**src/rtl/rft_inverse_engine.sv**
```systemverilog
// rft_inverse_engine: 8-point inverse resonance transform.
// Per-vertex polar-to-rect CORDIC, then an 8x8 real synthesis MAC.
// Ports: clk, reset (sync, active-high), start (sampled in IDLE),
//   vertex_amplitudes[0:7] (|X_k|), vertex_phases[0:7] (pi/32768 LSB),
//   raw_data_out (byte n at [8n+7:8n]), busy, output_valid (level).
module rft_inverse_engine (
  input  logic               clk,
  input  logic               reset,
  input  logic               start,
  input  logic        [15:0] vertex_amplitudes [0:7],
  input  logic signed [15:0] vertex_phases [0:7],
  output logic        [63:0] raw_data_out,
  output logic               busy,
  output logic               output_valid
);

  typedef enum logic [1:0] {IDLE, POLAR, SYNTH} state_t;
  state_t state_q, state_d;

  logic        [15:0] amp_q [0:7];
  logic        [15:0] ph_q  [0:7];
  logic signed [17:0] re_q  [0:7];
  logic signed [17:0] im_q  [0:7];
  logic signed [18:0] x_q, y_q;
  logic signed [16:0] z_q;
  logic         [2:0] vtx_q, n_q, k_q;
  logic         [3:0] it_q;
  logic signed [37:0] acc_q;
  logic        [55:0] buf_q;

  function automatic logic signed [16:0] atan_lut(input logic [3:0] i);
    case (i)
      4'd0:    atan_lut = 17'sd8192;
      4'd1:    atan_lut = 17'sd4836;
      4'd2:    atan_lut = 17'sd2555;
      4'd3:    atan_lut = 17'sd1297;
      4'd4:    atan_lut = 17'sd651;
      4'd5:    atan_lut = 17'sd326;
      4'd6:    atan_lut = 17'sd163;
      4'd7:    atan_lut = 17'sd81;
      4'd8:    atan_lut = 17'sd41;
      4'd9:    atan_lut = 17'sd20;
      4'd10:   atan_lut = 17'sd10;
      default: atan_lut = 17'sd5;
    endcase
  endfunction

  function automatic logic signed [15:0] cos_lut(input logic [2:0] m);
    case (m)
      3'd0:    cos_lut = 16'sd32767;
      3'd1:    cos_lut = 16'sd23170;
      3'd2:    cos_lut = 16'sd0;
      3'd3:    cos_lut = -16'sd23170;
      3'd4:    cos_lut = -16'sd32767;
      3'd5:    cos_lut = -16'sd23170;
      3'd6:    cos_lut = 16'sd0;
      default: cos_lut = 16'sd23170;
    endcase
  endfunction

  function automatic logic signed [15:0] sin_lut(input logic [2:0] m);
    case (m)
      3'd0:    sin_lut = 16'sd0;
      3'd1:    sin_lut = 16'sd23170;
      3'd2:    sin_lut = 16'sd32767;
      3'd3:    sin_lut = 16'sd23170;
      3'd4:    sin_lut = 16'sd0;
      3'd5:    sin_lut = -16'sd23170;
      3'd6:    sin_lut = -16'sd32767;
      default: sin_lut = -16'sd23170;
    endcase
  endfunction

  logic        [15:0] amp_s, ph_s, zp;
  logic               flip;
  logic signed [18:0] x_pre, x_sh, y_sh, x_nx, y_nx;
  logic signed [16:0] z_pre, z_nx;
  logic         [3:0] i_idx;
  logic signed [34:0] px, py;
  logic signed [17:0] re_d, im_d;
  logic         [2:0] m;
  logic signed [37:0] acc_nx, rnd;
  logic         [7:0] byte_d;
  logic        [63:0] word_d;

  // CORDIC: pre-rotation folds |phi| >= pi/2 into the
  // convergence range by negating x and adding pi.
  always_comb begin
    amp_s = amp_q[vtx_q];
    ph_s  = ph_q[vtx_q];
    flip  = ph_s[15] ^ ph_s[14];
    x_pre = flip ? -$signed({3'b000, amp_s})
                 :  $signed({3'b000, amp_s});
    zp    = flip ? (ph_s ^ 16'h8000) : ph_s;
    z_pre = {zp[15], zp};
    i_idx = it_q - 4'd1;
    x_sh  = x_q >>> i_idx;
    y_sh  = y_q >>> i_idx;
    if (z_q[16]) begin
      x_nx = x_q + y_sh;
      y_nx = y_q - x_sh;
      z_nx = z_q + atan_lut(i_idx);
    end else begin
      x_nx = x_q - y_sh;
      y_nx = y_q + x_sh;
      z_nx = z_q - atan_lut(i_idx);
    end
    px   = 35'(x_nx) * 35'sd19898;
    py   = 35'(y_nx) * 35'sd19898;
    re_d = 18'(px >>> 15);
    im_d = 18'(py >>> 15);
  end

  // Synthesis MAC; the final term is folded in before rounding.
  always_comb begin
    m      = k_q * n_q;
    acc_nx = acc_q
           + 38'(re_q[k_q]) * 38'(cos_lut(m))
           - 38'(im_q[k_q]) * 38'(sin_lut(m));
    rnd    = (acc_nx + 38'sd131072) >>> 18;
    if (rnd < 38'sd0)
      byte_d = 8'h00;
    else if (rnd > 38'sd255)
      byte_d = 8'hFF;
    else
      byte_d = rnd[7:0];
    word_d = {8'h00, buf_q};
    word_d[{n_q, 3'b000} +: 8] = byte_d;
  end

  always_comb begin
    state_d = state_q;
    unique case (state_q)
      IDLE:    if (start) state_d = POLAR;
      POLAR:   if (vtx_q == 3'd7 && it_q == 4'd12) state_d = SYNTH;
      SYNTH:   if (n_q == 3'd7 && k_q == 3'd7) state_d = IDLE;
      default: state_d = IDLE;
    endcase
  end

  assign busy = (state_q != IDLE);

  always_ff @(posedge clk) begin
    if (reset) state_q <= IDLE;
    else       state_q <= state_d;
  end

  always_ff @(posedge clk) begin
    if (reset) begin
      for (int i = 0; i < 8; i++) begin
        amp_q[i] <= '0;
        ph_q[i]  <= '0;
        re_q[i]  <= '0;
        im_q[i]  <= '0;
      end
      x_q          <= '0;
      y_q          <= '0;
      z_q          <= '0;
      vtx_q        <= '0;
      it_q         <= '0;
      n_q          <= '0;
      k_q          <= '0;
      acc_q        <= '0;
      buf_q        <= '0;
      raw_data_out <= '0;
      output_valid <= 1'b0;
    end else begin
      unique case (state_q)
        IDLE: begin
          if (start) begin
            for (int i = 0; i < 8; i++) begin
              amp_q[i] <= vertex_amplitudes[i];
              ph_q[i]  <= vertex_phases[i];
            end
            output_valid <= 1'b0;
            vtx_q        <= '0;
            it_q         <= '0;
            n_q          <= '0;
            k_q          <= '0;
            acc_q        <= '0;
          end
        end
        POLAR: begin
          if (it_q == 4'd0) begin
            x_q  <= x_pre;
            y_q  <= '0;
            z_q  <= z_pre;
            it_q <= 4'd1;
          end else begin
            x_q <= x_nx;
            y_q <= y_nx;
            z_q <= z_nx;
            if (it_q == 4'd12) begin
              re_q[vtx_q] <= re_d;
              im_q[vtx_q] <= im_d;
              it_q        <= '0;
              vtx_q       <= vtx_q + 3'd1;
            end else begin
              it_q <= it_q + 4'd1;
            end
          end
        end
        SYNTH: begin
          k_q <= k_q + 3'd1;
          if (k_q == 3'd7) begin
            acc_q <= '0;
            buf_q <= word_d[55:0];
            n_q   <= n_q + 3'd1;
            if (n_q == 3'd7) begin
              raw_data_out <= word_d;
              output_valid <= 1'b1;
            end
          end else begin
            acc_q <= acc_nx;
          end
        end
        default: ;
      endcase
    end
  end

endmodule

```
**config.mk**
```make
export PLATFORM = sky130hd
export DESIGN_NAME = rft_inverse_engine
export DESIGN_NICKNAME = d
export VERILOG_FILES = /design/src/rtl/rft_inverse_engine.sv
export SDC_FILE = /design/constraint.sdc
export NUM_CORES = 2
export LEC_CHECK = 0
export ABC_AREA = 1
export BUFFER_PORTS_ARGS = -buffer_cell sky130_fd_sc_hd__buf_4
export CORE_MARGIN = 2
export CORE_UTILIZATION = 30
export DETAILED_ROUTE_END_ITERATION = 12
export PLACE_DENSITY_LB_ADDON = 0.08
export SLEW_MARGIN = 10
export SYNTH_ARGS = -nofsm -noshare
export SYNTH_HDL_FRONTEND = slang
export SYNTH_SLANG_ARGS = --single-unit
```
**constraint.sdc**
```tcl
create_clock -name clk -period 22.8 [get_ports clk]
set_input_delay 4.56 -clock clk [delete_from_list [all_inputs] [get_ports clk]]
set_output_delay 4.56 -clock clk [all_outputs]
set_load 0.05 [all_outputs]
```
# Word-level counts from Yosys, hierarchy flattened
# Memories as Yosys holds them, arrays and structs flattened. A register that Yosys moved wholly into a read port is not among the register bits.
# Index checks and enable logic that the tools add are counted.
word_totals:
  reg_bits: 229
  latch_bits: 0
  ramBits: 544
  mem_bits_ro: 448
  in_bits: 259
  wordCells: 182
  memories: 6
classes:
  n_addsub: 16
  mul: 5
  n_div: 0
  n_lt_le_gt_ge: 2
  n_eq_ne: 19
  n_shift: 4
  mux: 78
  bitwise: 18
  reduce_logical: 22
memory_table:
  columns: ["name", "words", "width", "read_ports", "rd_ports_with_merged_regs", "write_ports", "line_no", "text"]
  rows:
  - ["(name not given)", 16, 14, 1, 0, 0, "32", "case (i)"]
  - ["(name not given)", 16, 14, 1, 0, 0, "32", null]
  - ["im_q", 8, 18, 1, 1, 8, "23", "logic signed [17:0] im_q [0:7];"]
  - ["re_q", 8, 18, 1, 1, 8, "22", "logic signed [17:0] re_q [0:7];"]
  - ["amp_q", 8, 16, 1, 1, 8, "20", "logic [15:0] amp_q [0:7];"]
  - ["ph_q", 8, 16, 1, 1, 8, "21", "logic [15:0] ph_q [0:7];"]
ops:
  columns: ["op", "n"]
  rows:
  - ["$mux 16", 17]
  - ["$pmux 16 s4", 2]
  - ["$mux 19", 5]
  - ["$mux 38", 2]
  - ["$pmux 38 s2", 1]
  - ["$mul 18x16->34", 2]
  - ["$mux 17", 4]
  - ["$bwmux 64", 1]
  - ["$mul 19x15->32 const B", 2]
  - ["$shift 8x8->64 const A", 1]
  - ["$shiftx 8x8->64", 1]
  - ["$mux 3", 14]
  - ["$add 19x19->19", 2]
  - ["$add 38x19->38 const B", 1]
  - ["$add 38x34->38", 1]
  - ["$sshr 19x4->19", 2]
  - ["$sub 19x19->19", 2]
  - ["$sub 38x34->38", 1]
  - ["$mux 18", 2]
  - ["$reduce_or 18->1", 2]
  - ["$gt 20x9->1 const B", 1]
  - ["$lt 20x1->1 const B", 1]
  - ["$neg 16->19", 1]
  - ["$eq 3x3->1 const B", 6]
  - ["other kinds (33)", 90]

# Depth between registers and ports, before layout
logic_depth:
  ltp_word: 13
  ltp_mapped: 60

# Worst setup path after synthesis
# OpenSTA, ideal clock, no wires.
synth_path:
  path_kind: "input -> register"
  startpoint: "input port reset"
  endpoint: "memory amp_q[0][0], enable pin"
  setup_ps: 1968
  t_arrival_ps: 9273
  required_ps: 20832
  path_slack_ps: 11559
  cell_stages: 4
  n_path_buf: 2
  cell_sequence: "clkbuf_1 -> inv_1 -> buf_1 -> nand2_1"
synth_lines:
  columns: ["item", "line_no", "text"]
  rows:
  - ["from (decl)", "8", "input logic reset,"]
  - ["to (decl)", "20", null]

==> run metrics <==
status=finished clean; Clock Latency Late Sink=approximately 760 ps; sequential area share after synthesis=28.8%; worst-margin pin slew=1240 ps; largest cells by area after synthesis=fa_1, edfxtp_1, inv_1, ha_1, nand2_1; CTS resizes=0; setup violators final=0; Synth Instances=8411; layout cells sized above 1=8.79%; DRT antenna net count=0; final hold vios=0; routed vias/inst=about 4.6; H-tree depth=3; Post-synth ARST share=0%; post-place setup slack=10370 ps; most common flop cell mapped by yosys=edfxtp_1; Worst R2R End=buf_q[2]; r2r setup slk=about 10000 ps; Mean Syn Cell Area=8.69 µm²; Port Buffers=between 300 and 400; r2r worst-path depth=40; # IOs=around 330; clk slew on worst S/H paths=60 ps; total grt overflow=0; Tmin final=12450 ps; Die Height=497 µm; yosys synthesis warning count=0; CTS tree=done; EDFF count, synth=544; delay of the slowest critical-path stage=760 ps; Max clock buf depth=3; core area=around 240000 µm²; Crit Path Class=reg -> reg; first-pass GRT wire length=368000 µm; HP Class=reg -> reg; top post-synthesis cells by count=inv_1, nand2_1, nor2_1; # hold bufs at CTS=0; critical path's slowest cell=xor2_2; RSZ-0062 raised after global routing=false; wire per inst=between 20 and 25 µm; routability cong.=0.887; die area=247000 µm²; Synth area leader=fa_1; Site Rows=181; pin count of the biggest net entering global routing=115; Final #Nets=10.3k; via count=54.8k; initial antenna violation count=2; 1st-iter DRT viols=approximately 3.1k; All-Layer GR Usage=19.4%; DR DRC count=0; worst clock skew=40.8 ps; Mapped Area=73100 µm²; CTS Buf Count=95; vias in the first global route=58.0k; total wire length=239000 µm; setup repair bufs after CTS=0; Clock Tree Root=clkbuf_16; clk sink count=779; CP Capture Type=register; Net Count, Synth=slightly above 10k; setup TNS=0 ps; Yosys top cell area share=25.0%; final cycle utilization of the critical path=approximately 55%; Slew Limit Fails=0; fmax=80.3 MHz; most frequent cell after synthesis=inv_1; final worst slack=10350 ps; CP max FO=65; Seq cells post-synth=779; drt pass-1 iters=7; die width=497 µm; Slew HR=17.0%; CP Launch Type=register; CP most frequent cell=nand2_1; Max Cap Violations=0; P&R area growth vs syn=12.5%; Initial Utilization=30.1%; Worst EP arrival=13120 ps; Synth cell types=67; end point of the critical path=buf_q[2]; dpl hpwl=186000 µm; CP Data Required Time=23470 ps
worst min path at each step:
stage	start	end	slack (ps)	cells after the start
after global routing	acc_q[3]	acc_q[3]	490	2
after detailed placement	raw_data_out[57]	raw_data_out[57]	460	2
after global placement	acc_q[0]	acc_q[0]	460	2
final	raw_data_out[57]	raw_data_out[57]	470	2
after CTS	raw_data_out[57]	raw_data_out[57]	470	2
after floorplan	acc_q[1]	acc_q[1]	440	2
sequential cells by signal, summed over array words and instances, names as in the netlist, named ones only:
signal,cells
acc_q,38
x_q,19
im_q,144
amp_q,128
vtx_q,3
z_q,17
buf_q,56
ph_q,128
re_q,144
it_q,4
k_q,3
n_q,3
output_valid,1
state_q,2
y_q,19
raw_data_out,64
per-layer routing:
| layer | routed length [µm] | up-vias | part of all wire [%] | GRT usage [%] |
|---|---|---|---|---|
| met1 | 116000 | 27100 | 49 | 27.9 |
| met5 | 0 | - | 0 | 0 |
| li1 | - | 26600 | - | - |
| met3 | 9490 | 142 | 4.0 | 2.60 |
| met4 | 2990 | 0 | 1.2 | 2.84 |
| met2 | 110000 | 973 | 46 | 31.8 |
worst max-delay path, delay by kind of cell (launching register included):
kind	cells	cell delay, ps
buffers and inverters	8	2240
XOR/XNOR	1	760
flip-flops	1	560
adder cells (fa/ha/maj)	9	4470
AND/OR/NAND/NOR	17	3080
AO/OA/AOI/OAI	5	1140
area by class of cell:
cell class / instances / area, µm²
antenna: 2 / 5.00
fill: 25700 / 161000
inverter: 1903 / 7160
tap: 3202 / 4010
timing repair buffer: 409 / 3070
clock buffer: 117 / 2500
clock inverter: 56 / 574
sequential: 779 / 21000
multi-input combinational: 5447 / 43800
per-stage QoR:
step                hold WS, ps  utilization, %  cell area (µm²)  cells
finish                      468            33.9            82200  11900
global route                486            33.9            82200  11900
CTS                         470            33.9            82200  11900
detailed placement          461            32.6            79100  11700
global placement            455            32.6            79100  11700
floorplan                   441               -            73100   8411
cells in the final DEF, fill, tap and decap left out, types with 166 or more instances in the layout:
cell type,n
nor2_1,1002
o21ai_0,434
edfxtp_1,544
nand2_1,1264
nand3_1,166
ha_1,491
a21oi_1,427
fa_1,914
buf_4,408
inv_1,1874
dfxtp_1,232
cells by family (layout without fill, tap and decap cells):
kind of cell               after synthesis  count (layout)  share of synthesized area, %
buffers and inverters                 2185            2485                          11.4
xor gates and xnor gates               168             168                          2.05
muxes                                    9               9                         0.128
and+or+nand+nor                       2723            2723                          15.3
adders and majority gates             1405            1405                          33.5
DFF                                    779             779                          28.8
AOI/OAI and AO/OA                     1142            1142                          8.88
other                                    0               2                             0
Power is not shown: default switching activity piles up to over one toggle a cycle in this logic, so the estimate is an artifact.
